`config.mk`:
```
export PLATFORM = sky130hd
export DESIGN_NAME = frame_overlap_discard
export DESIGN_NICKNAME = d
export VERILOG_FILES = /design/src/rtl/frame_overlap_discard.sv
export SDC_FILE = /design/constraint.sdc
export NUM_CORES = 1
export LEC_CHECK = 0
export CAP_MARGIN = 20
export CORE_ASPECT_RATIO = 1.25
export CORE_MARGIN = 2
export CORE_UTILIZATION = 30
export DETAILED_ROUTE_END_ITERATION = 8
export GPL_ROUTABILITY_DRIVEN = 0
export GPL_TIMING_DRIVEN = 0
export PLACE_DENSITY_LB_ADDON = 0.15
export SLEW_MARGIN = 20
export SYNTH_ARGS = -nofsm -noshare
export SYNTH_HDL_FRONTEND = slang
export SYNTH_SLANG_ARGS = --single-unit
```
`constraint.sdc`:
```
create_clock -name clk -period 6 [get_ports clk]
set_clock_uncertainty 0.15 [all_clocks]
set_input_delay 1.2 -clock clk [delete_from_list [all_inputs] [get_ports clk]]
set_output_delay 1.2 -clock clk [all_outputs]
set_load 0.005 [all_outputs]
```
`src/rtl/frame_overlap_discard.sv`:
```
// Overlap-discard stage: rebuilds a continuous sample stream from overlapping FFT frames.
// Optional FRAME_LAST_OUT_EN adds m_last, flagging the last kept sample of each terminated frame.
`timescale 1ns/1ps
module frame_overlap_discard #(
  parameter int DATA_W     = 16,
  parameter int FFT_POINT  = 256,
  parameter int OVERLAP    = 52,
  parameter int FIFO_DEPTH = 16
) (
  input  logic              clk,
  input  logic              rst_n,
  input  logic              start,
  input  logic [DATA_W-1:0] s_data,
  input  logic              s_valid,
  input  logic              s_last,
  output logic              s_ready,
  output logic [DATA_W-1:0] m_data,
  output logic              m_valid,
  input  logic              m_ready,
`ifdef FRAME_LAST_OUT_EN
  output logic              m_last,
`endif
  output logic              frame_err,
  output logic [15:0]       frame_cnt
);

  localparam int IDX_W = $clog2(FFT_POINT);
  localparam int PTR_W = $clog2(FIFO_DEPTH);
`ifdef FRAME_LAST_OUT_EN
  localparam int FW = DATA_W + 1;
`else
  localparam int FW = DATA_W;
`endif
  localparam logic [IDX_W-1:0] IDX_MAX = IDX_W'(FFT_POINT - 1);
  localparam logic [IDX_W-1:0] OVL     = IDX_W'(OVERLAP);
  localparam logic [PTR_W:0]   DEPTH_C = (PTR_W+1)'(FIFO_DEPTH);

  typedef enum logic [1:0] {IDLE, FIRST, FRAME, RESYNC} state_t;

  state_t           state_q;
  logic [IDX_W-1:0] idx_q;
  logic [15:0]      frame_cnt_q;
  logic             frame_err_q;

  logic [FW-1:0]    mem_q [FIFO_DEPTH];
  logic [PTR_W-1:0] wr_ptr_q, rd_ptr_q;
  logic [PTR_W:0]   count_q, count_d;
  logic             fifo_full, fifo_empty;
  logic             acc, keep, push, pop;
  logic [FW-1:0]    wr_word, head;

  assign fifo_full  = (count_q == DEPTH_C);
  assign fifo_empty = (count_q == '0);

  // Backpressure looks at full only, so a simultaneous pop never frees a slot for a push.
  assign s_ready = (state_q != IDLE) && !fifo_full;
  assign acc     = s_valid && s_ready;

  always_comb begin
    keep = 1'b0;
    case (state_q)
      FIRST:   keep = 1'b1;
      FRAME:   keep = (idx_q >= OVL);
      default: keep = 1'b0;
    endcase
  end

  assign push = acc && keep;
  assign pop  = m_valid && m_ready;

`ifdef FRAME_LAST_OUT_EN
  assign wr_word = {s_last, s_data};
`else
  assign wr_word = s_data;
`endif

  always_ff @(posedge clk or negedge rst_n) begin
    if (!rst_n) begin
      state_q     <= IDLE;
      idx_q       <= '0;
      frame_cnt_q <= '0;
      frame_err_q <= 1'b0;
    end else begin
      frame_err_q <= 1'b0;
      case (state_q)
        IDLE: begin
          if (start) state_q <= FIRST;
        end
        FIRST, FRAME: begin
          if (acc) begin
            if (s_last) begin
              idx_q   <= '0;
              state_q <= FRAME;
              if (idx_q == IDX_MAX) frame_cnt_q <= frame_cnt_q + 16'd1;
              else                  frame_err_q <= 1'b1;
            end else if (idx_q == IDX_MAX) begin
              idx_q       <= '0;
              frame_err_q <= 1'b1;
              state_q     <= RESYNC;
            end else begin
              idx_q <= idx_q + IDX_W'(1);
            end
          end
        end
        RESYNC: begin
          if (acc) begin
            if (s_last) begin
              idx_q   <= '0;
              state_q <= FRAME;
            end else if (idx_q == IDX_MAX) begin
              idx_q <= '0;
            end else begin
              idx_q <= idx_q + IDX_W'(1);
            end
          end
        end
        default: state_q <= IDLE;
      endcase
    end
  end

  always_comb begin
    count_d = count_q;
    case ({push, pop})
      2'b10:   count_d = count_q + (PTR_W+1)'(1);
      2'b01:   count_d = count_q - (PTR_W+1)'(1);
      default: count_d = count_q;
    endcase
  end

  // First-word-fall-through storage; the head entry drives the output directly.
  always_ff @(posedge clk or negedge rst_n) begin
    if (!rst_n) begin
      wr_ptr_q <= '0;
      rd_ptr_q <= '0;
      count_q  <= '0;
      for (int i = 0; i < FIFO_DEPTH; i++) mem_q[i] <= '0;
    end else begin
      if (push) begin
        mem_q[wr_ptr_q] <= wr_word;
        wr_ptr_q        <= wr_ptr_q + PTR_W'(1);
      end
      if (pop) rd_ptr_q <= rd_ptr_q + PTR_W'(1);
      count_q <= count_d;
    end
  end

  assign head      = mem_q[rd_ptr_q];
  assign m_data    = head[DATA_W-1:0];
  assign m_valid   = !fifo_empty;
`ifdef FRAME_LAST_OUT_EN
  assign m_last    = head[DATA_W];
`endif
  assign frame_err = frame_err_q;
  assign frame_cnt = frame_cnt_q;

endmodule
```
==> impl_metrics.json, run 1 <==
{
  "ctsHoldBuffers": 0,
  "crit_required_ps": 4650,
  "first_global_vias": 8510,
  "finalCritPeriodShare_pct": 85.3,
  "wl_per_cell_um": 21.3,
  "nNetsFinal": 1027,
  "p_comb_share_pct": 3.9,
  "grtUsageTotal_pct": 14.6,
  "core_area_mm2": 0.0480,
  "synthArstFlopShare_pct": 100,
  "p_clk_share_pct": 51.7,
  "fp.dieW_um": 200,
  "setup_viol": 0,
  "dieArea_mm2": 0.0500,
  "final_cell_mix": "dfrtp_1, mux2_4, mux2_2",
  "p_sw_share_pct": 22.4,
  "max_cap_viol_count": 0,
  "antenna_left": 0,
  "clkTransAtPathRegs_ps": 60,
  "place_inst": 1591,
  "yosys-mux-area-fraction_pct": 36.0,
  "finalNonFillerCells": 1655,
  "grt.busiest_layer": "met2",
  "post-dp-hpwl_um": 23600,
  "initial_utilization_pct": 30.2,
  "tightest_slew_ps": 997,
  "synth_ff_type": "dfrtp_1",
  "slew_headroom_pct": 33.5,
  "hold_path.class": "reg2reg",
  "routed-via-count": 7756,
  "use_met2_pct": 24.5,
  "power.share.sequential_pct": 44.4,
  "p_int_uw": 3520,
  "fp.dieH_um": 250,
  "clockRootBuffer": "clkbuf_16",
  "holdWs_ps": 322,
  "grt_max_degree": 93,
  "clock.fmax_mhz": 195,
  "critPathKind": "reg2out",
  "cts_buffers": 37,
  "drive_above_1_share_pct": 43.5,
  "synth_edf_count": 0,
  "clock_path_buffers": 3,
  "grt_pass1_wl_um": 55300,
  "syn_inst": 888,
  "drtIter0Drc": 320,
  "routed_wl_um": 35300,
  "drt_pass1_iterations": 7,
  "crit_path_start_kind": "register",
  "post-cts-setup-buffer-count": 0,
  "avgSynthCellArea_um2": 16.3,
  "synthSimpleGateAreaFrac_pct": 4.99,
  "diodes": 0,
  "ir_drop_uv": 181,
  "syn-num-nets": 929,
  "antenna_found_initial": 0,
  "worst_ep_arrival_time_ps": 3770,
  "use_met3_pct": 2.94,
  "fin_crit_ps": 5120,
  "status": "finished, final reports clean",
  "yosysSeqAreaShare_pct": 51.2,
  "synth_fa_ha_area_share_pct": 1.69,
  "viasPerCell": 4.69,
  "rsz0062_at_grt": "no",
  "port_buffers": 56,
  "cts.sinks": 296,
  "drc": 0,
  "synth_warnings": 0,
  "ys_ff_latch": 296,
  "crit_fanout": 10,
  "tritoncts": "built",
  "areaGrowthSynthToFinish_pct": 18.9,
  "clk-insertion-delay-late_ps": 550,
  "power.switching_uw": 1010,
  "report.final.hold_viol_count": 0,
  "final.setup.tns_ps": 0,
  "post_cts_resized": 0,
  "rows": 90,
  "synth_top_family_by_area": "multiplexers",
  "layout_commonest_cell": "dfrtp_1",
  "drv_slew": 0,
  "htree_levels": 2,
  "endpoint_kind": "primary output",
  "cellPowerDensity_mw_per_mm2": 263,
  "p_leak_uw": 0.00839,
  "ys_types": 46,
  "synth_xor_area_share_pct": 1.51,
  "io_pins": 57,
  "synth_compound_area_share_pct": 1.47,
  "syn_area_mm2": 0.0145,
  "grt-ovfl-total": 0,
  "gr-usage-met1_pct": 19.0
}
-- cells in the mapped netlist (10+ instances only) --
library cell	instances	area, um2
dfrtp_1	296	7410
mux2_4	130	1950
mux2_2	118	1330
mux4_2	80	1800
clkbuf_1	32	120
nand2_1	19	71.3
ha_1	18	225
inv_1	18	67.6
nor2_1	17	63.8
buf_6	15	169
o21ai_0	15	75.1
xnor2_1	14	123
nand4_4	13	277
nand3_1	12	60.1
xor2_1	11	96.3
buf_2	10	50.1
mux2_1	10	113
-- worst max-delay path: stages, from the launching register on --
cell and delay [ps]:
dfrtp_1 380, clkbuf_1 550, clkbuf_1 810, mux4_2 480, mux4_2 540, clkdlybuf4s50_1 470
-- cells by family after synthesis --
kind of cell / Yosys count
muxes: 339
xor gates and xnor gates: 25
adders and majority gates: 19
DFF: 296
buffers and inverters: 81
AOI/OAI and AO/OA: 33
and+or+nand+nor: 95
-- cell type report --
| type | instances | area [um2] |
|---|---|---|
| inverters | 18 | 67.6 |
| flip-flops and latches | 296 | 7410 |
| plain buffers | 63 | 399 |
| well taps | 644 | 806 |
| clock inverters | 13 | 205 |
| fillers | 4656 | 30800 |
| clock buffers | 51 | 1070 |
| multi-input cells | 511 | 6600 |
| repair buffers | 59 | 648 |
-- per-stage QoR --
stage               util (%)  total power [uW]  setup slack (ps)  area, um2
floorplan                  -              2130              2270      14500
global placement        33.0              2230            -10330      15800
detailed placement      33.2              2230              1390      15900
CTS                     35.9              4620               810      17200
global route            35.9              4720               720      17200
finish                  35.9              4530               881      17200
-- sequential cells by signal, summed over array words and instances, names as in the netlist --
signal / flops
state_q: 2
rd_ptr_q: 4
frame_err: 1
mem_q: 256
frame_cnt: 16
count_q: 5
wr_ptr_q: 4
idx_q: 8
-- metal layers --
metal / up-vias / share of wire, % / wire (um)
met5: - / 0 / 0
met4: 0 / 2.9 / 1020
met3: 50 / 3.2 / 1120
met2: 114 / 50 / 17500
met1: 4112 / 44 / 15600
li1: 3480 / - / -
-- final timing paths --
check / startpoint / endpoint / slack (ps) / cells past startpoint
max: rd_ptr_q[1] / m_data[5] / 880 / 5
min: frame_cnt[15] / frame_cnt[15] / 320 / 1
max reg2reg: state_q[0] / count_q[4] / 2340 / 13
min reg2reg: frame_cnt[15] / frame_cnt[15] / 320 / 1
max in group asynchronous: rst_n / mem_q[178] / 4050 / 3
min in group asynchronous: rst_n / mem_q[252] / 450 / 1
-- power by group through the flow --
stage          Clock [uW]  Combinational [uW]  Sequential [uW]
2_1_floorplan           0                82.5             2050
3_3_place_gp            0                 178             2050
3_5_place_dp            0                 185             2050
4_1_cts              2430                 186             2010
6_report             2340                 178             2010
5_1_grt              2500                 202             2010
(Power assumes the default switching activity.)
==> run 2: changes to the inputs <==
CTS_CLUSTER_DIAMETER = 50   (was default)
RECOVER_POWER = 25   (was default)
==> run 2 against run 1 <==
Against the previous run: the flow now finishes with violations (capacitance limit, slew limit); global-route usage barely moved; total power grew 1.8%; via count grew 0.68%; register-to-register slack is essentially flat; clock power is 4% higher; critical path type unchanged; critical endpoint unchanged.
==> impl_metrics.json, run 2 (synthesized netlist as in run 1, its figures left out) <==
{
  "status": "finished, violations left",
  "violations": "capacitance limit, slew limit",
  "slowest_delay_ps": 810,
  "p_leak_uw": 0.00840,
  "max_cap_viol_count": 1,
  "ir_drop_uv": 163,
  "post-dp-hpwl_um": 23600,
  "cts_buffers": 42,
  "tritoncts": "built",
  "drive_above_1_share_pct": 43.9,
  "wl_per_cell_um": 21.4,
  "htree_levels": 2,
  "drc": 0,
  "port_buffers": 56,
  "endpoint_kind": "primary output",
  "setup_viol": 0,
  "diodes": 0,
  "largest_register_ffs": 256,
  "areaGrowthSynthToFinish_pct": 19.2,
  "setup_slack_ps": 816,
  "critPathKind": "reg2out",
  "clkTransAtPathRegs_ps": 50,
  "viasPerCell": 4.70,
  "worst_ep_arrival_time_ps": 3830,
  "io_pins": 57,
  "rsz0062_at_grt": "no",
  "fin_crit_ps": 5180,
  "dieArea_mm2": 0.0500,
  "nNetsFinal": 1032,
  "drtIter0Drc": 303,
  "drv_slew": 57,
  "fp.dieH_um": 250,
  "grt-ovfl-total": 0,
  "drt_pass1_iterations": 4,
  "cellPowerDensity_mw_per_mm2": 267,
  "clk-insertion-delay-late_ps": 550,
  "cts.sinks": 296,
  "initial_utilization_pct": 30.2,
  "grt_max_degree": 93,
  "cpMaxStageDelayCell": "clkbuf_1",
  "clockRootBuffer": "clkbuf_16",
  "slew_headroom_pct": -119,
  "final_core_util_pct": 36.0,
  "finalCritPeriodShare_pct": 86.4,
  "rows": 90,
  "pre_cts_ws_ps": 1390,
  "layout_commonest_cell": "dfrtp_1",
  "grt_pass1_wl_um": 55500,
  "antenna_found_initial": 0,
  "post_cts_resized": 0,
  "crit_path_start_kind": "register",
  "hold_path.class": "reg2reg",
  "post-cts-setup-buffer-count": 0,
  "tightest_slew_ps": 3280,
  "crit_fanout": 10,
  "crit_required_ps": 4650,
  "report.final.hold_viol_count": 0,
  "ctsHoldBuffers": 0,
  "clock_path_buffers": 3,
  "fp.dieW_um": 200,
  "grtUsageTotal_pct": 14.7,
  "antenna_left": 0,
  "routed_wl_um": 35500,
  "clock.fmax_mhz": 193,
  "core_area_mm2": 0.0480,
  "crit_chain": "clkbuf_1 -> clkbuf_1 -> mux4_2 -> mux4_2 -> clkdlybuf4s50_1",
  "final_cell_mix": "dfrtp_1, mux2_4, mux2_2",
  "first_global_vias": 8533,
  "top_register": "mem_q",
  "routed-via-count": 7809
}
-- run 2: worst paths after layout --
kind,end,depth (start not counted),slack (ps),start
setup / recovery,m_data[5],5,820,rd_ptr_q[1]
hold / removal,frame_cnt[15],1,320,frame_cnt[15]
setup reg to reg,count_q[4],13,2350,state_q[0]
hold reg to reg,frame_cnt[15],1,320,frame_cnt[15]
max in group asynchronous,mem_q[121],2,1230,rst_n
min in group asynchronous,mem_q[252],1,1610,rst_n
-- run 2: critical path: cells and delay by family (launching register included) --
family,cells,cell delay (ps)
buffers and inverters,3,1880
multiplexers,2,1010
flip-flops,1,380
-- run 2: area by class of cell --
cell class | count | area (um2)
well taps | 644 | 806
fillers | 4662 | 30700
repair buffers | 59 | 617
multi-input cells | 511 | 6600
inverters | 18 | 67.6
clock inverters | 16 | 165
plain buffers | 63 | 399
flip-flops and latches | 296 | 7410
clock buffers | 55 | 1190
-- run 2: metrics by stage --
| step | area, um2 | hold slack, ps | TNS, ps | total power, uW | std cells |
|---|---|---|---|---|---|
| 3_5_place_dp | 15900 | 317 | 0 | 2230 | 1591 |
| 6_report | 17300 | 322 | 0 | 4610 | 1662 |
| 3_3_place_gp | 15800 | 310 | -3049230 | 2230 | 1588 |
| 2_1_floorplan | 14500 | 303 | 0 | 2130 | 888 |
| 5_1_grt | 17300 | 359 | 0 | 4790 | 1662 |
| 4_1_cts | 17300 | 327 | 0 | 4700 | 1662 |
-- run 2: power by group --
group / leakage [uW] / internal [uW] / switching (uW)
registers: 0.00412 / 2000 / 7.81
clock network: 0.000658 / 1480 / 941
logic: 0.00362 / 52.5 / 123
total: 0.00840 / 3540 / 1070
-- run 2: per-layer routing --
layer	vias to the layer above	global-route usage [%]	share of wire, %
li1	3485	-	-
met1	4168	19.2	44
met2	107	24.7	50
met3	49	2.90	3.3
met4	0	4.21	2.2
met5	-	0	0
